$ cat src/rtl/mac_pkg.sv
// Shared types and default sizing for the MAC row controller and its helpers.
package mac_pkg;

  localparam int DW_DEF      = 8;
  localparam int WW_DEF      = 8;
  localparam int CW_DEF      = 16;
  localparam int COLUMN_DEF  = 6;
  localparam int LW_DEF      = 8;
  localparam int MAC_LAT_DEF = 1;

  typedef enum logic [2:0] {
    IDLE   = 3'd0,
    LOAD   = 3'd1,
    STREAM = 3'd2,
    DRAIN  = 3'd3,
    DONE   = 3'd4
  } state_t;

endpackage

$ cat src/rtl/mac_vld_pipe.sv
// Valid delay line mirroring the mac_row input-to-output latency.
// o_any reports whether any valid is still travelling through the stages.
module mac_vld_pipe #(
  parameter int MAC_LAT = 1
) (
  input  logic clk,
  input  logic rst_n,
  input  logic i_vld,
  output logic o_vld,
  output logic o_any
);

  logic [MAC_LAT-1:0] r_pipe;

  genvar gi;
  generate
    for (gi = 0; gi < MAC_LAT; gi++) begin : g_stage
      if (gi == 0) begin : g_head
        always_ff @(posedge clk or negedge rst_n) begin
          if (!rst_n) r_pipe[gi] <= 1'b0;
          else        r_pipe[gi] <= i_vld;
        end
      end else begin : g_tail
        always_ff @(posedge clk or negedge rst_n) begin
          if (!rst_n) r_pipe[gi] <= 1'b0;
          else        r_pipe[gi] <= r_pipe[gi-1];
        end
      end
    end
  endgenerate

  assign o_vld = r_pipe[MAC_LAT-1];
  assign o_any = |r_pipe;

endmodule

$ cat src/rtl/mac_row_ctrl.sv
// Frame controller for one MAC row: loads weights, streams activations, drains results.
// Define MAC_ROW_CTRL_BIAS_EN to drive the captured per-frame bias onto ci.
module mac_row_ctrl
  import mac_pkg::*;
#(
  parameter int DW      = DW_DEF,
  parameter int WW      = WW_DEF,
  parameter int CW      = CW_DEF,
  parameter int COLUMN  = COLUMN_DEF,
  parameter int LW      = LW_DEF,
  parameter int MAC_LAT = MAC_LAT_DEF
) (
  input  logic                       clk,
  input  logic                       rst_n,
  input  logic                       start,
  input  logic [COLUMN*WW-1:0]       w_data,
  input  logic [LW-1:0]              len,
  input  logic [CW-1:0]              bias,
  input  logic                       x_valid,
  input  logic [DW-1:0]              x_data,
  output logic                       x_ready,
  output logic                       busy,
  output logic                       done,
  output logic [DW-1:0]              xi,
  output logic [COLUMN*WW-1:0]       wi,
  output logic [COLUMN*CW-1:0]       ci,
  output logic [COLUMN-1:0]          w_en,
  input  logic [COLUMN*(CW+1)-1:0]   co,
  output logic                       y_valid,
  output logic [COLUMN*(CW+1)-1:0]   y_data
);

  state_t        r_state;
  logic [LW-1:0] r_len;
  logic [LW-1:0] r_cnt;
  logic          r_xi_vld;
  logic          w_pipe_vld;
  logic          w_pipe_any;
  logic          w_xfer;
  logic          w_last;

  assign w_xfer = x_valid && x_ready && (r_state == STREAM);
  // Compare against len-1 so the count never has to represent len itself past 2^LW-1.
  assign w_last = (r_cnt == (r_len - LW'(1)));

  mac_vld_pipe #(
    .MAC_LAT (MAC_LAT)
  ) u_vld_pipe (
    .clk   (clk),
    .rst_n (rst_n),
    .i_vld (r_xi_vld),
    .o_vld (w_pipe_vld),
    .o_any (w_pipe_any)
  );

  always_ff @(posedge clk or negedge rst_n) begin
    if (!rst_n) begin
      r_state  <= IDLE;
      r_len    <= '0;
      r_cnt    <= '0;
      r_xi_vld <= 1'b0;
      xi       <= '0;
      wi       <= '0;
      w_en     <= '0;
      x_ready  <= 1'b0;
      busy     <= 1'b0;
      done     <= 1'b0;
      y_valid  <= 1'b0;
      y_data   <= '0;
    end else begin
      w_en     <= '0;
      done     <= 1'b0;
      r_xi_vld <= 1'b0;
      y_valid  <= w_pipe_vld;
      y_data   <= co;
      case (r_state)
        IDLE: begin
          if (start) begin
            wi      <= w_data;
            r_len   <= len;
            r_cnt   <= '0;
            w_en    <= '1;
            busy    <= 1'b1;
            r_state <= LOAD;
          end
        end
        LOAD: begin
          if (r_len == '0) begin
            r_state <= DRAIN;
          end else begin
            x_ready <= 1'b1;
            r_state <= STREAM;
          end
        end
        STREAM: begin
          if (w_xfer) begin
            xi       <= x_data;
            r_xi_vld <= 1'b1;
            r_cnt    <= r_cnt + LW'(1);
            if (w_last) begin
              x_ready <= 1'b0;
              r_state <= DRAIN;
            end
          end
        end
        DRAIN: begin
          if (!r_xi_vld && !w_pipe_any) begin
            done    <= 1'b1;
            r_state <= DONE;
          end
        end
        DONE: begin
          busy    <= 1'b0;
          r_state <= IDLE;
        end
        default: r_state <= IDLE;
      endcase
    end
  end

`ifdef MAC_ROW_CTRL_BIAS_EN
  logic [CW-1:0] r_bias;

  always_ff @(posedge clk or negedge rst_n) begin
    if (!rst_n)                         r_bias <= '0;
    else if (r_state == IDLE && start)  r_bias <= bias;
  end

  assign ci = {COLUMN{r_bias}};
`else
  assign ci = '0;
`endif

endmodule

$ cat config.mk
export PLATFORM = sky130hd
export DESIGN_NAME = mac_row_ctrl
export DESIGN_NICKNAME = d
export VERILOG_FILES = /design/src/rtl/mac_pkg.sv /design/src/rtl/mac_vld_pipe.sv /design/src/rtl/mac_row_ctrl.sv
export SDC_FILE = /design/constraint.sdc
export NUM_CORES = 1
export LEC_CHECK = 0
export BUFFER_PORTS_ARGS = -buffer_cell sky130_fd_sc_hd__buf_2
export CAP_MARGIN = 5
export CELL_PAD_IN_SITES_DETAIL_PLACEMENT = 1
export CELL_PAD_IN_SITES_GLOBAL_PLACEMENT = 1
export CORE_AREA = 8 8 168 170
export CTS_CLUSTER_SIZE = 28
export DETAILED_ROUTE_END_ITERATION = 8
export DIE_AREA = 0 0 176 178
export GPL_ROUTABILITY_DRIVEN = 0
export PLACE_DENSITY_LB_ADDON = 0.25
export SLEW_MARGIN = 10
export SYNTH_ARGS = -nofsm -noshare
export SYNTH_HDL_FRONTEND = slang
export SYNTH_HIERARCHICAL = 1
export SYNTH_SLANG_ARGS = --single-unit
export TNS_END_PERCENT = 1
$ cat constraint.sdc
create_clock -name clk -period 4.1 [get_ports clk]
set_clock_uncertainty 0.05 [all_clocks]
set_input_delay 0.205 -clock clk [delete_from_list [all_inputs] [get_ports clk]]
set_output_delay 0.205 -clock clk [all_outputs]
set_load 0.02 [all_outputs]
==> metrics, run 1 <==
FF+latch count, synth=184; CP max-delay cell=inv_1; postcts setup bufs=0; status=finished, final reports clean; GR Layer Usage met2=28.5%; drt drc=0; yosys warns=6; most frequent cell after synthesis=nand2_1; total congestion overflow=0; Synth Flop Type=dfrtp_1; main area contributors after synthesis=dfrtp_1, buf_4, nand2_1, xnor2_1, o21ai_0; number of max-cap violations=0; cell taking the most area after synthesis=dfrtp_1; Slew Limit Fails=0; Die H=178 um; Die Wd=176 um; Post-Syn Area=6690 um2; Crit path arrival time=2850 ps; port bufs=337; CP Cell Sequence=nor3b_1, nand3_1, inv_1, nand4_1, or2_1, o211ai_1, o31ai_1; synth unique cells=39; final setup TNS=0 ps; CTS tree=built; Tmin final=2610 ps; Worst-Margin Slew=905 ps; max incr delay on CP=510 ps; # IOs=450; largest net degree at the start of global routing=106; CP required=4340 ps; vias per inst=3.88; Avg Inst Size Synth=11.5 um2; # fillers=2,964; pre-CTS WS=1460 ps; fin crit share=63.7%; clk root buf=clkbuf_16; top cell type's share of synthesized area=68.8%; Syn Inst Count=582; number of DRC markers in iteration 0=222; Post-CTS Hold Buffers=167; Post-synth top cells=nand2_1, dfrtp_1, buf_4; P_leak=5.65 nW; CP Capture Type=register; post-route insts no fill=1,439; initial antenna violation count=2; Final Hold Fails=0; Sink Count=184; CP Buf/Inv Count=1; final wirelength=24.4 mm; total power=6.13 mW; final instance area=10,700 um2; Core Area=25,600 um2; HPWL after detailed placement=17.1 mm; Final nets=1,276; Layout Utilization=41.6%; global-route wire length before repair=36.4 mm; Die Area=31,300 um2; GRT met3 Usage=5.97%; Fmax=383 MHz; area grow syn2layout=59.3%; Startpoint Class=register; sequential area share after synthesis=68.8%; Most Crowded Layer GR=met2; Clk Latency, worst-skew pair=420 ps; Setup Crit Path Kind=reg2reg; Clock Path Buffers=2; vias=5,580; Final ANT Viol Nets=0; Max-slew headroom=39.7%; worst setup margin=1490 ps; RSZ-0062 raised after global routing=no; ratio of cells with drive above 1 in the final layout=34.4%; clk slew on worst S/H paths=80 ps; Initial Util=26.1%; cts repair resizes=0; GRT Util Overall=15.1%; Setup-failing EPs final=0; drt pass-1 iters=3; PwrDens=575 nW/um2; M1 GR Usage=14.8%; worst hold-check slack=50.6 ps; routed len/inst=17.0 um; share of flip-flops with an asynchronous set or reset=100%; placed inst area=8380 um2; H-tree Lvls=4; maximum fanout along the worst path=14; EDFF count, synth=0; TritonCTS Buffers=17; Max IR drop VDD=0.296 mV; placed insts=1,237; Top delay family on crit path=simple AND/OR/NAND/NOR gates; vias in the first global route=6,317; # rows=59; HP Class=in2reg
==> cell families (layout without fill, tap and decap cells) <==
logic type | Yosys count | after routing | synth area share (%)
simple gates | 235 | 235 | 14.2
compound gates | 26 | 26 | 2.47
xor+xnor | 10 | 10 | 1.31
flops | 184 | 184 | 68.8
other cells | 1 | 99 | 0.0560
buf+inv | 123 | 547 | 12.6
fa+ha+maj | 2 | 2 | 0.374
mux | 1 | 1 | 0.150
==> state kept, by name (all words and copies together) (netlist names) <==
signal / count
wi: 48
x_ready: 1
y_valid: 1
r_len: 8
r_cnt: 8
w_en: 1
u_vld_pipe/o_any: 1
xi: 8
r_state: 3
r_xi_vld: 1
done: 1
y_data: 102
busy: 1
==> metal layers <==
metal  part of all wire [%]  wire (um)
met1                     35       8490
met2                     55      13500
met3                    7.7       1880
met4                    2.2        528
met5                      0          0
==> cell type report <==
cell class / instances / area [um2] / area share [%]
timing repair buffer: 509 / 3400 / 31.9
clock buffer: 18 / 439 / 4.12
tap: 335 / 419 / 3.93
antenna: 3 / 7.51 / 0.0704
inverter: 6 / 22.5 / 0.211
multi-input combinational: 370 / 1600 / 15.0
sequential: 184 / 4600 / 43.2
clock inverter: 14 / 166 / 1.56
==> layout by cell type, fill, tap and decap left out, drive strengths merged, types with 3 or more instances in the layout <==
cell type and instances:
dlygate4sd3 167, nand4 5, diode 3, nor2 14
a21oi 5, o21ai 12, nand3 4, inv 15
clkinv 4, clkbuf 19, xor2 3, nand2 197
dfrtp 184, xnor2 7, conb 96, buf 341
==> worst paths after layout <==
check,cells past startpoint,to,slack (ps),start
max,7,r_cnt[7],1490,r_state[0]
min,3,busy,50,start
max reg2reg,7,r_cnt[7],1490,r_state[0]
min reg2reg,0,u_vld_pipe/o_any,330,r_xi_vld
max in group asynchronous,3,r_len[6],2580,rst_n
min in group asynchronous,2,y_data[65],360,rst_n
==> power by group <==
part	leakage [nW]	switching [mW]	internal [mW]
Clock	0.293	0.826	0.846
Sequential	2.22	0.254	2.21
Combinational	3.14	1.30	0.693
Total	5.65	2.38	3.75
==> worst register-to-register path, stage by stage, from the launching register on <==
cell and delay, ps:
dfrtp_1 470, nor3b_1 290, nand3_1 430, inv_1 510
nand4_1 170, or2_1 300, o211ai_1 180, o31ai_1 90
Power figures use the tool's default switching activity.
==> run 2: changes to the inputs <==
--- a/config.mk
+++ b/config.mk
@@ -9,10 +9,10 @@
 export CAP_MARGIN = 5
 export CELL_PAD_IN_SITES_DETAIL_PLACEMENT = 1
 export CELL_PAD_IN_SITES_GLOBAL_PLACEMENT = 1
-export CORE_AREA = 8 8 168 170
+export CORE_MARGIN = 8
+export CORE_UTILIZATION = 27
 export CTS_CLUSTER_SIZE = 28
 export DETAILED_ROUTE_END_ITERATION = 8
-export DIE_AREA = 0 0 176 178
 export GPL_ROUTABILITY_DRIVEN = 0
 export PLACE_DENSITY_LB_ADDON = 0.25
 export SLEW_MARGIN = 10
==> constraint.sdc (replaced) <==
create_clock -name clk -period 2.17 [get_ports clk]
set_clock_uncertainty 0.05 [all_clocks]
set_input_delay 0.1085 -clock clk [delete_from_list [all_inputs] [get_ports clk]]
set_output_delay 0.1085 -clock clk [all_outputs]
set_load 0.02 [all_outputs]
==> run 2 against run 1 <==
Effect of this change: the flow now finishes with violations (negative setup slack); wire length grew 5.5%; first-iteration DRC count shrank 21%; cell count grew 0.21%; via count grew 2.6%; flip-flop and latch count is the same; largest cell class unchanged; worst setup slack lost 1600 ps; clock-buffer cell count is the same; hold slack gained 26 ps; global-route usage grew 2.0 points; die area shrank 4.0%; combinational power grew 110%; power grew 95%.
==> metrics, run 2 (same netlist as run 1, synthesis figures left out) <==
# rows=57 (-3.4%); worst setup margin=-107 ps (-1600 ps); Final ANT Viol Nets=0 (unchanged); Max IR drop VDD=0.517 mV (+74%); cts repair resizes=0 (unchanged); P_leak=5.75 nW (+1.8%); Clk Latency, worst-skew pair=420 ps (about the same); status=finished with violations; worst hold-check slack=76.8 ps (+26.2 ps); initial antenna violation count=3 (+1); Startpoint Class=register; max incr delay on CP=530 ps (+20 ps); RSZ-0062 raised after global routing=yes; TritonCTS Buffers=17 (unchanged); largest net degree at the start of global routing=59 (-44%); Core Area=24,300 um2 (-5.1%); Die H=173 um (-2.6%); max reg flops=102 (unchanged); biggest registers after layout=y_data x102, wi x48; Setup-failing EPs final=2 (+2); CP Capture Type=register; Reg2Reg Launch Point=r_len[1]; clk root buf=clkbuf_16; Slew Limit Fails=0 (unchanged); vias in the first global route=6,727 (+6.5%); CP Cell Sequence=or4_4, or4_1, and4_4, a311oi_2, nand4_1, o22a_1; GRT Util Overall=17.0% (+2.0 points); PwrDens=1100 nW/um2 (+92%); r2r setup slk=-110 ps (-1600 ps); Biggest register=y_data; Die Wd=173 um (-1.5%); H-tree Lvls=4 (unchanged); Die Area=30,100 um2 (-4.0%); total congestion overflow=0 (unchanged); Final Hold Fails=0 (unchanged); Final nets=1,290 (+1.1%); ratio of cells with drive above 1 in the final layout=35.2% (+0.73 points); HP Class=in2reg; routed len/inst=17.9 um (+5.3%); Crit path arrival time=2540 ps (-310 ps); CP required=2440 ps (-1900 ps); area grow syn2layout=62.0%; Worst Hold Depth=5 (+2); global-route wire length before repair=40.0 mm (+10%); number of DRC markers in iteration 0=176 (-21%); Worst Reg2Reg Path Length in Cells=6 (-1); CTS tree=built; Sink Count=184 (unchanged); final wirelength=25.8 mm (+5.5%); Setup Crit Path Kind=reg2reg; Max-slew headroom=51.6% (+12 points); CP Buf/Inv Count=0 (-1); Initial Util=27.5% (+1.4 points); vias per inst=3.97 (+2.4%); port bufs=337 (unchanged); fin crit share=105% (+41 points); number of max-cap violations=0 (unchanged); drt drc=0 (unchanged); commonest non-fill, non-tap cell in the layout=buf_2; # fillers=2,801 (-5.5%); violated checks=negative setup slack; # IOs=450 (unchanged); CP max-delay cell=or4_4; drt pass-1 iters=4 (+1); Worst-Margin Slew=726 ps (-179 ps); HP Start=x_valid; maximum fanout along the worst path=2 (-12); Fmax=439 MHz (+15%); Tmin final=2280 ps (-333 ps); Hold Crit Endpoint=r_state[0]; Clock Path Buffers=2 (unchanged); total power=12.0 mW (+95%); most frequent cells in the layout=buf_2, nand2_1, dfrtp_1, dlygate4sd3_1, conb_1; Top delay family on crit path=simple AND/OR/NAND/NOR gates; clk slew on worst S/H paths=80 ps (about the same); HPWL after detailed placement=18.1 mm (+5.8%); reg2reg end=x_ready; vias=5,724 (+2.6%)
run 2: changes by cell type in the layout (fill, tap and decap cells not counted):
cell	delta
buf_12	+4
clkinv_8	+1
buf_4	+9
inv_8	+2
inv_6	-4
dlygate4sd3_1	+1
bufinv_16	+1
run 2: area by class of cell:
cell class | count | area (um2) | share of cell area, %
Clock inverter | 14 | 200 | 1.85
Clock buffer | 18 | 439 | 4.05
Tap cell | 324 | 405 | 3.74
Inverter | 6 | 22.5 | 0.208
Multi-Input combinational cell | 370 | 1600 | 14.8
Antenna cell | 3 | 7.51 | 0.0692
Sequential cell | 184 | 4600 | 42.5
Timing Repair Buffer | 523 | 3560 | 32.9
run 2: worst max path at each step:
stage | slack (ps) | startpoint | depth (start not counted) | to
after global routing | -170 | r_len[1] | 6 | x_ready
final | -110 | r_len[1] | 6 | x_ready
after detailed placement | -120 | r_len[1] | 6 | x_ready
after floorplan | -50 | r_len[2] | 6 | x_ready
after CTS | -120 | r_len[1] | 6 | x_ready
after global placement | -100 | r_len[1] | 6 | x_ready
run 2: layer usage:
| layer | share of wire [%] | wire length (um) | global-route usage, % | vias to the layer above |
|---|---|---|---|---|
| met3 | 7.9 | 2040 | 6.82 | 32 |
| met1 | 34 | 8810 | 16.4 | 2781 |
| li1 | - | - | - | 2670 |
| met2 | 55 | 14300 | 32.3 | 241 |
| met5 | 0 | 0 | 0 | - |
| met4 | 2.5 | 656 | 5.89 | 0 |
run 2: timing repair:
action                     CTS  global route
hold buffers               168             0
setup endpoints to repair    2             2
setup buffers                0             0
hold endpoints to repair   351             0
run 2: power breakdown:
| part | switching (mW) | leakage [nW] | internal (mW) |
|---|---|---|---|
| sequential | 0.418 | 2.22 | 4.18 |
| clock | 1.56 | 0.308 | 1.72 |
| combinational | 2.62 | 3.22 | 1.46 |
| total | 4.61 | 5.75 | 7.36 |
run 2: metrics by stage:
step	worst slack [ps]	TNS [ps]	utilization [%]	cells	area, um2
global route	-172	-278	44.6	1442	10800
detailed placement	-118	-138	35.0	1239	8510
CTS	-122	-152	44.5	1439	10800
finish	-107	-123	44.6	1442	10800
floorplan	-51.5	-51.5	-	677	7050
global placement	-99.9	-99.9	35.0	1239	8510
run 2: worst register-to-register path: stages, from the launching register on:
cell and delay (ps):
dfrtp_1 380, or4_4 530, or4_1 410, and4_4 210
a311oi_2 230, nand4_1 140, o22a_1 220
